===== src/rtl/ctrl_pkg.sv =====
// Shared types and encodings for the multicycle accumulator/register CPU controller.
package ctrl_pkg;

  typedef enum logic [3:0] {
    S_IF, S_ID, S_JMP, S_ALU_EX, S_ALU_WB, S_ADDR, S_LD_MEM,
    S_MOP_RD, S_MOP_WB, S_ST, S_DI, S_HALT, S_FAULT
  } state_t;

  localparam logic [2:0] OP_LOAD  = 3'b000;
  localparam logic [2:0] OP_STORE = 3'b001;
  localparam logic [2:0] OP_ADDM  = 3'b010;
  localparam logic [2:0] OP_ANDM  = 3'b011;
  localparam logic [2:0] OP_ALU0  = 3'b100;
  localparam logic [2:0] OP_ALU1  = 3'b101;
  localparam logic [2:0] OP_JMP   = 3'b110;
  localparam logic [2:0] OP_SYS   = 3'b111;

  localparam logic [1:0] SUB_MOV = 2'b00;
  localparam logic [1:0] SUB_ADD = 2'b01;
  localparam logic [1:0] SUB_AND = 2'b10;
  localparam logic [1:0] SUB_OR  = 2'b11;

  localparam logic [1:0] ALU_ADD = 2'b00;
  localparam logic [1:0] ALU_AND = 2'b01;
  localparam logic [1:0] ALU_OR  = 2'b10;

  localparam logic [1:0] COND_ALW = 2'b00;
  localparam logic [1:0] COND_Z   = 2'b01;
  localparam logic [1:0] COND_C   = 2'b10;
  localparam logic [1:0] COND_N   = 2'b11;

  // czn is packed {C,Z,N}
  function automatic logic cond_met(input logic [1:0] f, input logic [2:0] czn);
    case (f)
      COND_ALW: return 1'b1;
      COND_Z:   return czn[1];
      COND_C:   return czn[2];
      COND_N:   return czn[0];
      default:  return 1'b1;
    endcase
  endfunction

endpackage


===== src/rtl/ctrl_mem_timer.sv =====
// Counts consecutive cycles stalled on mem_ready and flags a timeout at TO_MAX.
module ctrl_mem_timer #(
  parameter int TO_W   = 4,
  parameter int TO_MAX = 15
) (
  input  logic clk,
  input  logic rst,
  input  logic waiting,
  input  logic mem_ready,
  output logic timeout
);

  logic [TO_W-1:0] cnt;

  assign timeout = waiting && !mem_ready && (cnt == TO_W'(TO_MAX));

  // Every wait state exits on mem_ready or timeout, so anything but a stall clears.
  always_ff @(posedge clk) begin
    if (rst)
      cnt <= '0;
    else if (waiting && !mem_ready && !timeout)
      cnt <= cnt + TO_W'(1);
    else
      cnt <= '0;
  end

endmodule


===== src/rtl/multicycle_ctrl_p.sv =====
// Multicycle control FSM: datapath strobes, memory handshake with timeout,
// conditional jumps, HALT and a retired-instruction counter.
module multicycle_ctrl_p
  import ctrl_pkg::*;
#(
  parameter int IW       = 8,
  parameter int ALU_OP_W = 2,
  parameter int TO_W     = 4,
  parameter int TO_MAX   = 15,
  parameter int CNT_W    = 16
) (
  input  logic                clk,
  input  logic                rst,
  input  logic [IW-1:0]       ins,
  input  logic [2:0]          czn,
  input  logic                mem_ready,
  output logic                selA,
  output logic                selB,
  output logic                IorD,
  output logic                memRead,
  output logic                memWrite,
  output logic                pcWrite,
  output logic                IRld,
  output logic                TRld,
  output logic                MDRld,
  output logic                DIld,
  output logic                CZNld,
  output logic                regWrite,
  output logic                RA2sel,
  output logic                WAsel,
  output logic                WDsel,
  output logic                jmpSignal,
  output logic [ALU_OP_W-1:0] aluOp,
  output logic                halted,
  output logic                fault,
  output logic [CNT_W-1:0]    retired
);

  state_t     state;
  logic [2:0] op;
  logic [1:0] f, sub;
  logic       sys_halt, waiting, timeout, jmp_take, unused_ins;
  logic [1:0] alu_sel, mop_sel;

  assign op         = ins[IW-1 -: 3];
  assign f          = ins[IW-4 -: 2];
  assign sub        = ins[IW-3 -: 2];
  assign sys_halt   = ins[IW-4];
  assign unused_ins = ^ins[IW-6:0];
  assign jmp_take   = cond_met(f, czn);
  assign waiting    = state inside {S_IF, S_LD_MEM, S_MOP_RD, S_ST};
  assign mop_sel    = (op == OP_ANDM) ? ALU_AND : ALU_ADD;

  always_comb begin
    alu_sel = ALU_ADD;
    case (sub)
      SUB_MOV, SUB_ADD: alu_sel = ALU_ADD;
      SUB_AND:          alu_sel = ALU_AND;
      SUB_OR:           alu_sel = ALU_OR;
      default:          alu_sel = ALU_ADD;
    endcase
  end

  ctrl_mem_timer #(.TO_W(TO_W), .TO_MAX(TO_MAX)) u_timer (
    .clk       (clk),
    .rst       (rst),
    .waiting   (waiting),
    .mem_ready (mem_ready),
    .timeout   (timeout)
  );

  // retired counts at each instruction's final-state exit, and on HALT entry.
  always_ff @(posedge clk) begin
    if (rst) begin
      state   <= S_IF;
      retired <= '0;
    end else begin
      case (state)
        S_IF:
          if (mem_ready)    state <= S_ID;
          else if (timeout) state <= S_FAULT;
        S_ID:
          case (op)
            OP_LOAD, OP_ADDM, OP_ANDM: state <= S_ADDR;
            OP_STORE:                  state <= S_ST;
            OP_ALU0, OP_ALU1:          state <= S_ALU_EX;
            OP_JMP:                    state <= S_JMP;
            OP_SYS:
              if (sys_halt) begin
                state   <= S_HALT;
                retired <= retired + CNT_W'(1);
              end else begin
                state   <= S_DI;
              end
            default:                   state <= S_IF;
          endcase
        S_JMP, S_ALU_WB, S_MOP_WB, S_DI: begin
          state   <= S_IF;
          retired <= retired + CNT_W'(1);
        end
        S_ALU_EX: state <= S_ALU_WB;
        S_ADDR:   state <= (op == OP_LOAD) ? S_LD_MEM : S_MOP_RD;
        S_LD_MEM, S_ST:
          if (mem_ready) begin
            state   <= S_IF;
            retired <= retired + CNT_W'(1);
          end else if (timeout) begin
            state   <= S_FAULT;
          end
        S_MOP_RD:
          if (mem_ready)    state <= S_MOP_WB;
          else if (timeout) state <= S_FAULT;
        S_HALT, S_FAULT: state <= state;
        default:         state <= S_IF;
      endcase
    end
  end

  always_comb begin
    {selA, selB, IorD, memRead, memWrite, pcWrite, IRld, TRld,
     MDRld, DIld, CZNld, regWrite, RA2sel, WAsel, WDsel, jmpSignal} = '0;
    aluOp  = '0;
    halted = 1'b0;
    fault  = 1'b0;
    if (!rst) begin
      case (state)
        S_IF: begin
          memRead = 1'b1;
          IRld    = mem_ready;
          pcWrite = mem_ready;
        end
        S_ID: begin
          TRld    = (op == OP_LOAD) || (op == OP_ADDM) || (op == OP_ANDM);
          memRead = (op == OP_JMP);
        end
        S_JMP: begin
          TRld      = 1'b1;
          jmpSignal = jmp_take;
          pcWrite   = jmp_take;
        end
        S_ALU_EX: begin
          selA  = 1'b1;
          selB  = (sub == SUB_MOV);
          WDsel = 1'b1;
          aluOp = ALU_OP_W'(alu_sel);
        end
        S_ALU_WB: begin
          selA     = 1'b1;
          selB     = (sub == SUB_MOV);
          regWrite = 1'b1;
          CZNld    = 1'b1;
          aluOp    = ALU_OP_W'(alu_sel);
        end
        S_ADDR: TRld = 1'b1;
        S_LD_MEM: begin
          {IorD, memRead, MDRld, RA2sel, WAsel} = '1;
          regWrite = mem_ready;
        end
        S_MOP_RD: begin
          {IorD, memRead, MDRld, RA2sel, WAsel, WDsel} = '1;
          aluOp = ALU_OP_W'(mop_sel);
        end
        S_MOP_WB: begin
          regWrite = 1'b1;
          CZNld    = 1'b1;
          aluOp    = ALU_OP_W'(mop_sel);
        end
        S_ST:     {TRld, selB, IorD, memWrite} = '1;
        S_DI:     DIld   = 1'b1;
        S_HALT:   halted = 1'b1;
        S_FAULT:  fault  = 1'b1;
        default: ;
      endcase
    end
  end

endmodule


===== config.mk =====
export PLATFORM = sky130hd
export DESIGN_NAME = multicycle_ctrl_p
export DESIGN_NICKNAME = d
export VERILOG_FILES = /design/src/rtl/ctrl_pkg.sv /design/src/rtl/ctrl_mem_timer.sv /design/src/rtl/multicycle_ctrl_p.sv
export SDC_FILE = /design/constraint.sdc
export NUM_CORES = 1
export LEC_CHECK = 0
export ABC_AREA = 1
export CAP_MARGIN = 20
export CORE_MARGIN = 2
export CORE_UTILIZATION = 45
export CTS_CLUSTER_SIZE = 10
export DETAILED_ROUTE_END_ITERATION = 10
export PLACE_DENSITY = 0.8
export SYNTH_ARGS = -nofsm -noshare
export SYNTH_HDL_FRONTEND = slang
export SYNTH_SLANG_ARGS = --single-unit

===== constraint.sdc =====
create_clock -name clk -period 1.6 [get_ports clk]
set_input_delay 0.16 -clock clk [delete_from_list [all_inputs] [get_ports clk]]
set_output_delay 0.16 -clock clk [all_outputs]
set_load 0.02 [all_outputs]

==> results.md <==
* DR iter-0 viols at 150
* Vias at about 2.3k
* Sequential share of the synthesized area at 0.2716
* Final std cells w/o fill at between 400 and 500
* Die Wd at about 67 microns
* DRT antenna net count at 0
* CP Launch Type: flop
* Most common cell after layout, fill and taps aside: nand2_1
* Met3 Resource Use GR at 0.04561
* Top post-synthesis cells by area: dfxtp_1 27%, nand2_1 19%, nor2_1 9.5%, nand3_1 8.2%, a21oi_1 5.9%
* PnR worst setup slack at -88.77 ps
* Cell area after layout at between 2000 and 3000 sq um
* Synth cell types at 30
* Place WS at -364.0 ps
* Detailed Route WL at 5988 microns
* Worst Skew at ~16 ps
* P&R area growth vs syn at 60.82%
* Initial antenna violation count at 0
* Hold buffers post-CTS at 0
* Post-synth top area cell: dfxtp_1
* Post-Place Cell Area at about 2600 sq um
* Worst-margin pin slew at 282.1 ps
* Commonest non-fill, non-tap cells in the layout: 77 x nand2_1, 59 x buf_4, 36 x nor2_1
* Drt drc at 0
* Core area at about 3700 sq um
* Initial DRT Pass Iterations at 4
* Unrepaired setup endpoints after global routing: true
* Clk sinks at 24
* Hold Violations, Final at 0
* Total of max-cap violations at 0
* VDD IR max at between 800 and 900 uV
* Critical path type: flop to output pin
* Avg Cell Area, Syn at around 6.0 sq um
* Reg clk slew, reported paths at roughly 80 ps
* TritonCTS buffer count at 3
* CTS tree: yes
* Met1 global-route usage at 0.2985
* Gpl congestion at 0.9215
* Row count at 22
* Full die area at between 4000 and 5000 sq um
* Filler cells at ~270
* Total track usage at 0.2660
* Failing checks: setup timing
* First-pass GRT wire length at approximately 9200 microns
* Tcrit/Tclk final at 1.055
* Gate Count Post-Synth at just under 300
* Crit path max fanout at 4
* Diodes inserted at 0
* Dpl cells at 432
* Clk_lat worst skew at approximately 280 ps
* Critical Path Sink Type: output pin
* Die Span Y at 66.70 microns
* # setup viols final at 9
* Bufs on Longest Clock Path at 2
* Hpwl dp at 4125 microns
* Via-per-instance ratio at approximately 5.3
* CP Data Arrival Time at 1530 ps
* Rel. slew slack at 0.8113
* Yosys warnings at 0
* Synth top area share at 0.2716
* Share of cells above drive strength 1 at 0.3367
* Final Max Slew Viols at 0
* Worst EP required at 1440 ps
* IO buf count at 46
* #FFs+latches synth at 24
* Met2 GRT Util at 0.4913
* Drt wl/cell at approximately 14 microns
* Layout Utilization at 0.7657
* Number of global-route vias before repair at about 2.2k
* Mapped cell area at 1769 sq um
* Root Driver: clkbuf_8
* Syn nets at around 310
* H-tree levels at 1
* Largest net degree at the start of global routing at 18
* Status: finished with violations
* Min Tclk post-route at approximately 1700 ps
* Static Leak at roughly 0.0013 uW
* GR peak layer: met2
* Initial core utilization at 0.4761
* Worst Hold Class: flop to flop
* I/O Pins at 50
* Pwr/cell area at between 1000 and 1500 nW/um^2
* Nets at between 400 and 500
* Fmax at 0.5921 GHz
* Remaining global-route overflow at 0
-- Yosys cell counts --
master,n
nor2_4,2
nand4_1,8
a21oi_1,21
o31ai_1,1
a41oi_1,1
buf_2,1
nand3_1,29
a31o_2,1
o22ai_1,1
clkinv_1,1
nand3b_1,1
nand2_2,2
inv_2,3
xor2_1,6
xnor2_1,3
nor2_2,2
nand2_4,2
ha_1,2
inv_1,28
a21oi_4,1
o211ai_1,1
buf_4,4
buf_6,1
nor3_1,7
a22oi_1,1
dfxtp_1,24
clkbuf_1,3
nor2_1,45
nand2_1,90
o21ai_0,5
-- timing repair --
| item | 4_1_cts | 5_1_grt |
|---|---|---|
| resized for setup | 111 | 51 |
| setup buffers | 5 | 3 |
| pin swaps | 6 | 14 |
| setup endpoints to repair | 22 | 37 |
-- cell type report --
cell class	count	area (sq um)	area share
clock buffers	4	55.05	0.01935
flip-flops and latches	24	495.5	0.1741
repair buffers	103	842.1	0.2960
inverters	32	125.1	0.04398
well taps	48	60.06	0.02111
multi-input cells	232	1267	0.4455
-- where the power goes --
group | leakage (uW) | internal [uW] | switching (uW)
Combinational | 0.00110 | 883 | 1260
Sequential | 0.000197 | 673 | 75.5
Clock | 0.0000288 | 221 | 210
-- metrics by stage --
stage | total power (uW) | TNS, ps | hold slack, ps
4_1_cts | 3007 | -449.6 | 454.2
3_5_place_dp | 2471 | -6941 | 442.5
2_1_floorplan | 1775 | 0 | 365.7
5_1_grt | 3526 | -1658 | 497.7
6_report | 3323 | -282.5 | 463.5
3_3_place_gp | 2456 | -6532 | 433.2
-- sequential cells by signal, indices dropped and copies added (netlist names) --
register,flops
state,4
u_timer.cnt,4
retired,16
-- critical path: stages, from the launching register on --
cell and delay, ps:
dfxtp_4 370, buf_6 130, nor2_4 120, nand2_4 80, inv_4 60, buf_6 90
nand2_2 50, nand2_2 90, nor3_2 40, nor2_1 80, buf_4 140
-- final timing paths --
path	from	end	slack (ps)	depth (start not counted)
setup / recovery	state[1]	TRld	-90	10
hold reg to reg	u_timer.cnt[0]	u_timer.cnt[0]	460	1
hold / removal	u_timer.cnt[0]	u_timer.cnt[0]	460	1
setup reg to reg	state[1]	retired[0]	-50	10
-- routing by layer --
layer / vias to the layer above / part of all wire
met5: - / 0
met4: 0 / 0.027
met3: 16 / 0.048
met2: 72 / 0.53
met1: 1090 / 0.40
li1: 1151 / -
-- cell families (layout without fill, tap and decap cells) --
logic type	after synthesis	in the layout	share of synthesized area
AOI/OAI and AO/OA	33	33	0.1089
xor gates and xnor gates	9	9	0.04456
adders and majority gates	2	2	0.01414
buffers and inverters	41	139	0.1004
DFF	24	24	0.2716
and+or+nand+nor	188	188	0.4604
(Power assumes the default switching activity.)
